**src/rtl/ber_fault_inject.sv**
```systemverilog
// ber_fault_inject: bit-error fault injector between the cache SRAM read port and the cache
// controller. A single output register stage XORs an externally generated mask into accepted
// beats once the injector is enabled and a programmable number of clean warm-up beats has
// passed. Counts flipped bits and corrupted beats with saturating counters.
//
// Ports:
//   clk_i, rst_i                 clock, synchronous active-high reset
//   cfg_en_i, cfg_skip_i         injection enable, clean warm-up beats after enable
//   cnt_clear_i                  zero the statistics counters (wins over increments)
//   in_valid_i/in_ready_o/in_data_i     upstream stream
//   out_valid_o/out_ready_i/out_data_o  corrupted downstream stream
//   out_flip_o                   beat in out_data_o had at least one bit flipped
//   mask_en_o, mask_i            advance strobe to / mask from the BER mask generator
//   flip_cnt_o, beat_cnt_o       flipped-bit and corrupted-beat counters
//   state_o                      FSM state (0 off, 1 warm-up, 2 injecting)
module ber_fault_inject #(
    parameter int unsigned DATA_WIDTH = 64,
    parameter int unsigned CNT_WIDTH  = 32,
    parameter int unsigned SKIP_WIDTH = 16
) (
    input  logic                  clk_i,
    input  logic                  rst_i,
    input  logic                  cfg_en_i,
    input  logic [SKIP_WIDTH-1:0] cfg_skip_i,
    input  logic                  cnt_clear_i,
    input  logic                  in_valid_i,
    output logic                  in_ready_o,
    input  logic [DATA_WIDTH-1:0] in_data_i,
    output logic                  out_valid_o,
    input  logic                  out_ready_i,
    output logic [DATA_WIDTH-1:0] out_data_o,
    output logic                  out_flip_o,
    output logic                  mask_en_o,
    input  logic [DATA_WIDTH-1:0] mask_i,
    output logic [CNT_WIDTH-1:0]  flip_cnt_o,
    output logic [CNT_WIDTH-1:0]  beat_cnt_o,
    output logic [1:0]            state_o
);

    localparam int unsigned PopWidth = $clog2(DATA_WIDTH + 1);

    typedef enum logic [1:0] {
        StOff  = 2'd0,
        StWarm = 2'd1,
        StOn   = 2'd2
    } state_e;

    state_e                state_q, state_d;
    logic [SKIP_WIDTH-1:0] skip_q, skip_d;

    logic                  out_valid_q;
    logic [DATA_WIDTH-1:0] out_data_q;
    logic                  out_flip_q;

    logic [CNT_WIDTH-1:0]  flip_cnt_q, flip_cnt_d;
    logic [CNT_WIDTH-1:0]  beat_cnt_q, beat_cnt_d;
    logic [CNT_WIDTH:0]    flip_sum, beat_sum;

    logic                  accept;
    logic                  inject;
    logic [DATA_WIDTH-1:0] applied_mask;
    logic [PopWidth-1:0]   mask_pop;

    assign in_ready_o   = !out_valid_q || out_ready_i;
    assign accept       = in_valid_i && in_ready_o;
    // Injection uses the registered state, so a beat accepted during a transition sees the
    // pre-transition mode.
    assign inject       = (state_q == StOn);
    assign applied_mask = inject ? mask_i : '0;
    // Generator advances once per injected beat; never during reset or stalls.
    assign mask_en_o    = accept && inject && !rst_i;

    // Full-precision popcount of the applied mask.
    always_comb begin
        mask_pop = '0;
        for (int i = 0; i < int'(DATA_WIDTH); i++) begin
            mask_pop = mask_pop + PopWidth'(applied_mask[i]);
        end
    end

    // Saturating statistics counters; one extra bit catches the carry-out.
    always_comb begin
        flip_sum   = {1'b0, flip_cnt_q} + (CNT_WIDTH + 1)'(mask_pop);
        beat_sum   = {1'b0, beat_cnt_q} + (CNT_WIDTH + 1)'(applied_mask != '0);
        flip_cnt_d = flip_cnt_q;
        beat_cnt_d = beat_cnt_q;
        if (cnt_clear_i) begin
            flip_cnt_d = '0;
            beat_cnt_d = '0;
        end else if (accept && inject) begin
            flip_cnt_d = flip_sum[CNT_WIDTH] ? '1 : flip_sum[CNT_WIDTH-1:0];
            beat_cnt_d = beat_sum[CNT_WIDTH] ? '1 : beat_sum[CNT_WIDTH-1:0];
        end
    end

    // Mode FSM; disable overrides everything.
    always_comb begin
        state_d = state_q;
        skip_d  = skip_q;
        if (!cfg_en_i) begin
            state_d = StOff;
        end else begin
            unique case (state_q)
                StOff: begin
                    if (cfg_skip_i != '0) begin
                        state_d = StWarm;
                        skip_d  = cfg_skip_i;
                    end else begin
                        state_d = StOn;
                    end
                end
                StWarm: begin
                    if (accept) begin
                        skip_d = skip_q - SKIP_WIDTH'(1);
                        // <= guards against a zero count ever lingering in warm-up.
                        if (skip_q <= SKIP_WIDTH'(1)) begin
                            state_d = StOn;
                            skip_d  = '0;
                        end
                    end
                end
                StOn: begin
                    state_d = StOn;
                end
                default: begin
                    state_d = StOff;
                end
            endcase
        end
    end

    always_ff @(posedge clk_i) begin
        if (rst_i) begin
            state_q    <= StOff;
            skip_q     <= '0;
            flip_cnt_q <= '0;
            beat_cnt_q <= '0;
        end else begin
            state_q    <= state_d;
            skip_q     <= skip_d;
            flip_cnt_q <= flip_cnt_d;
            beat_cnt_q <= beat_cnt_d;
        end
    end

    // Output register stage; data and flip hold while stalled.
    always_ff @(posedge clk_i) begin
        if (rst_i) begin
            out_valid_q <= 1'b0;
            out_data_q  <= '0;
            out_flip_q  <= 1'b0;
        end else if (accept) begin
            out_valid_q <= 1'b1;
            out_data_q  <= in_data_i ^ applied_mask;
            out_flip_q  <= (applied_mask != '0);
        end else if (out_ready_i) begin
            out_valid_q <= 1'b0;
        end
    end

    assign out_valid_o = out_valid_q;
    assign out_data_o  = out_data_q;
    assign out_flip_o  = out_flip_q;
    assign flip_cnt_o  = flip_cnt_q;
    assign beat_cnt_o  = beat_cnt_q;
    assign state_o     = state_q;

endmodule

```
**config.mk**
```make
export PLATFORM = sky130hd
export DESIGN_NAME = ber_fault_inject
export DESIGN_NICKNAME = d
export VERILOG_FILES = /design/src/rtl/ber_fault_inject.sv
export SDC_FILE = /design/constraint.sdc
export NUM_CORES = 1
export LEC_CHECK = 0
export BUFFER_PORTS_ARGS = -buffer_cell sky130_fd_sc_hd__buf_2
export CORE_MARGIN = 1
export CORE_UTILIZATION = 53
export DETAILED_ROUTE_END_ITERATION = 6
export GPL_TIMING_DRIVEN = 0
export PLACE_DENSITY_LB_ADDON = 0.08
export SYNTH_ARGS = -nofsm -noshare
export SYNTH_HDL_FRONTEND = slang
export SYNTH_SLANG_ARGS = --single-unit
```
**constraint.sdc**
```tcl
create_clock -name clk_i -period 9.03 [get_ports clk_i]
set_input_delay 0.4515 -clock clk_i [delete_from_list [all_inputs] [get_ports clk_i]]
set_output_delay 0.4515 -clock clk_i [all_outputs]
set_load 0.02 [all_outputs]
```
==> impl_metrics.tcl <==
set metrics [dict create \
    detail_route.iter0.violations 597 \
    setup_ws_ns 0.610 \
    fillers 1429 \
    p_leak_nw 5.07 \
    wl_um 29600 \
    worst_setup_path_end_kind "register" \
    fin_skew_ns 0.00744 \
    hold_buffers 0 \
    relSlewSlack 0.432 \
    vias 9076 \
    area_growth_pct 25.0 \
    crit_path_top_delay_cell "a211oi_1" \
    cts_tree "built" \
    insertion_delay_ns 0.43 \
    grt_pass1_vias 8571 \
    p_total_mw 1.86 \
    synth_nets 1298 \
    outcome "complete, no violations" \
    synth-async-reset-ratio 0 \
    via_per_inst 5.70 \
    netlist_area_um2 9270 \
    worst_path_largest_cell_delay_ns 0.79 \
    cpMostUsedCell "fa_1" \
    nets 1600 \
    mostFrequentLayoutCell "buf_2" \
    worstSetupPathType "register to register" \
    grt_max_degree 17 \
    power_density_nw_per_um2 160 \
    clk_pin_slew_ns 0.06 \
    gp_congestion 0.964 \
    synth_area_leaders "dfxtp_1 (32%), fa_1 (12%), a211oi_1 (5.8%), xnor2_1 (5.8%), xor2_1 (4.8%)" \
    final_layout_size_suffix_gt1_frac 0.246 \
    synth_area_per_cell_um2 8.77 \
    synth_edf_count 0 \
    drc_errors 0 \
    clockBufferDepth 2 \
    setup_viol 0 \
    irDropWorstVdd_mv 0.148 \
    firstDrtPassIters 7 \
    antenna_cells 0 \
    crit_fanout 10 \
    io_pins 284 \
    numCtsBuffers 17 \
    place_hpwl_um 23600 \
    port_buffers 283 \
    ant_nets 0 \
    reg2reg_slack_ns 0.61 \
    cts-root-buf "clkbuf_16" \
    mostFrequentLayoutCells "buf_2 (288), dfxtp_1 (148), nor2_1 (108)" \
    path_depth 24 \
    fin_tns_setup_ns 0 \
    antenna_found_initial 0 \
    hold_viol 0 \
    yosysTopAreaCellShare 0.320 \
    rsz0062_at_grt "no" \
    ys_seq_elements 148 \
    row_count 47 \
    die_y_um 134 \
    grt.total_usage 0.329 \
    wl_per_cell_um 18.6 \
    maxCapViolations 0 \
    finalCriticalPeriod_ns 8.42 \
    worstPathArrival_ns 8.76 \
    startpoint_type "register" \
    grt_pass1_wl_um 45200 \
    worstMarginPinSlew_ns 0.847 \
    cp.required_ns 9.37 \
    synth_seq_area_share 0.320 \
    worstRegToRegCells 24 \
    yosysWarnings 0 \
    path_cells "inv_1 -> ha_1 -> clkbuf_1 -> clkbuf_1 -> nand2_1 -> fa_1 -> inv_1 -> fa_1 -> inv_1 -> fa_1 -> fa_1 -> fa_1 -> fa_1 -> fa_1 -> fa_1 -> fa_1 -> inv_1 -> fa_1 -> a21oi_1 -> nor2_1 -> o21ai_1 -> a211oi_1 -> a31oi_1 -> a311oi_1" \
    max_freq_ghz 0.119 \
    fin_crit_sh 0.932 \
    start_util 0.551 \
    path_delay_family "adder cells" \
    cts_sinks 148 \
    synth_cells 1057 \
    ys_types 55 \
    place_ws_ns 0.538 \
    coreArea_um2 16800 \
    crit_buf_inv 6 \
    min_path_type "input port to register" \
    die-area_um2 18000 \
    synth.largest_area_cell "dfxtp_1" \
    grt.overflow.total 0 \
    die_x_um 134 \
    cts_max_level 4 \
    whs_path_depth 2 \
    yosys_most_used_dff "dfxtp_1" \
    slew_violations 0 \
]
-- kinds of logic (layout without fill, tap and decap cells) --
logic type | Yosys count | in the layout | share of synthesized area
flops | 148 | 148 | 0.320
buf+inv | 132 | 447 | 0.0545
mux | 6 | 6 | 0.00648
simple gates | 347 | 347 | 0.183
compound gates | 221 | 221 | 0.162
xor+xnor | 112 | 112 | 0.106
fa+ha+maj | 91 | 91 | 0.168
-- repair_timing --
action | 4_1_cts | 5_1_grt
buffers inserted | 0 | 0
gates resized for setup | 0 | 2
setup endpoints to repair | 0 | 10
-- routing by layer --
layer,global-route usage,part of all wire,vias to the layer above
met5,0,0,-
met2,0.570,0.49,425
met1,0.400,0.40,4308
met4,0.109,0.025,0
li1,-,-,4286
met3,0.0809,0.083,57
-- through the flow --
stage	util	area [um^2]	hold slack, ns	instances
6_report	0.689	11600	0.303	1592
3_3_place_gp	0.652	11000	0.451	1560
3_5_place_dp	0.652	11000	0.456	1560
2_1_floorplan	-	9270	0.434	1057
4_1_cts	0.689	11600	0.300	1592
5_1_grt	0.689	11600	0.302	1592
-- power by group --
part	total [mW]	switching, mW	internal, mW
Clock	0.757	0.292	0.465
Sequential	0.708	0.0225	0.686
Combinational	0.394	0.242	0.152
-- final timing paths --
path                    from        endpoint
setup / recovery  state_o[0]  flip_cnt_o[28]
hold / removal      cfg_en_i      state_o[1]
setup reg to reg  state_o[0]  flip_cnt_o[28]
hold reg to reg    skip_q[3]       skip_q[3]
-- registers in the layout, indices dropped and copies added, names as in the netlist --
signal,cells
state_o,2
skip_q,16
beat_cnt_o,32
out_valid_o,1
out_data_o,64
out_flip_o,1
flip_cnt_o,32
-- Yosys cell counts, types with 2 or more instances --
cell and number:
clkbuf_1 48, o221ai_1 4, nor4_1 26, or4_1 3, a31oi_1 9, nand2_1 72, xor2_1 51, nand2b_1 6
a311oi_1 2, nand3_1 22, nor3_1 27, o21ai_1 7, a21o_1 3, dfxtp_1 148, ha_1 35, o41ai_1 4
o21ai_0 24, a211oi_1 72, and3_1 13, buf_2 5, o32ai_1 5, a2111oi_0 3, or2_2 8, nand4_1 17
and4_1 2, a32o_1 11, nor2_1 108, xnor2_1 61, and2_1 33, mux2i_1 6, inv_1 77, nand3_2 2
nor2b_1 3, a21oi_1 64, fa_1 56
-- final cells by class --
| class | instances | area [um^2] | share of cell area |
|---|---|---|---|
| Buffer | 55 | 218 | 0.0188 |
| Clock buffer | 21 | 480 | 0.0415 |
| Clock inverter | 11 | 148 | 0.0127 |
| Inverter | 77 | 289 | 0.0249 |
| Multi-Input combinational cell | 777 | 5800 | 0.500 |
| Sequential cell | 148 | 2960 | 0.256 |
| Tap cell | 220 | 275 | 0.0238 |
| Timing Repair Buffer | 283 | 1420 | 0.122 |
No activity file was read; power rests on OpenSTA's default activity.
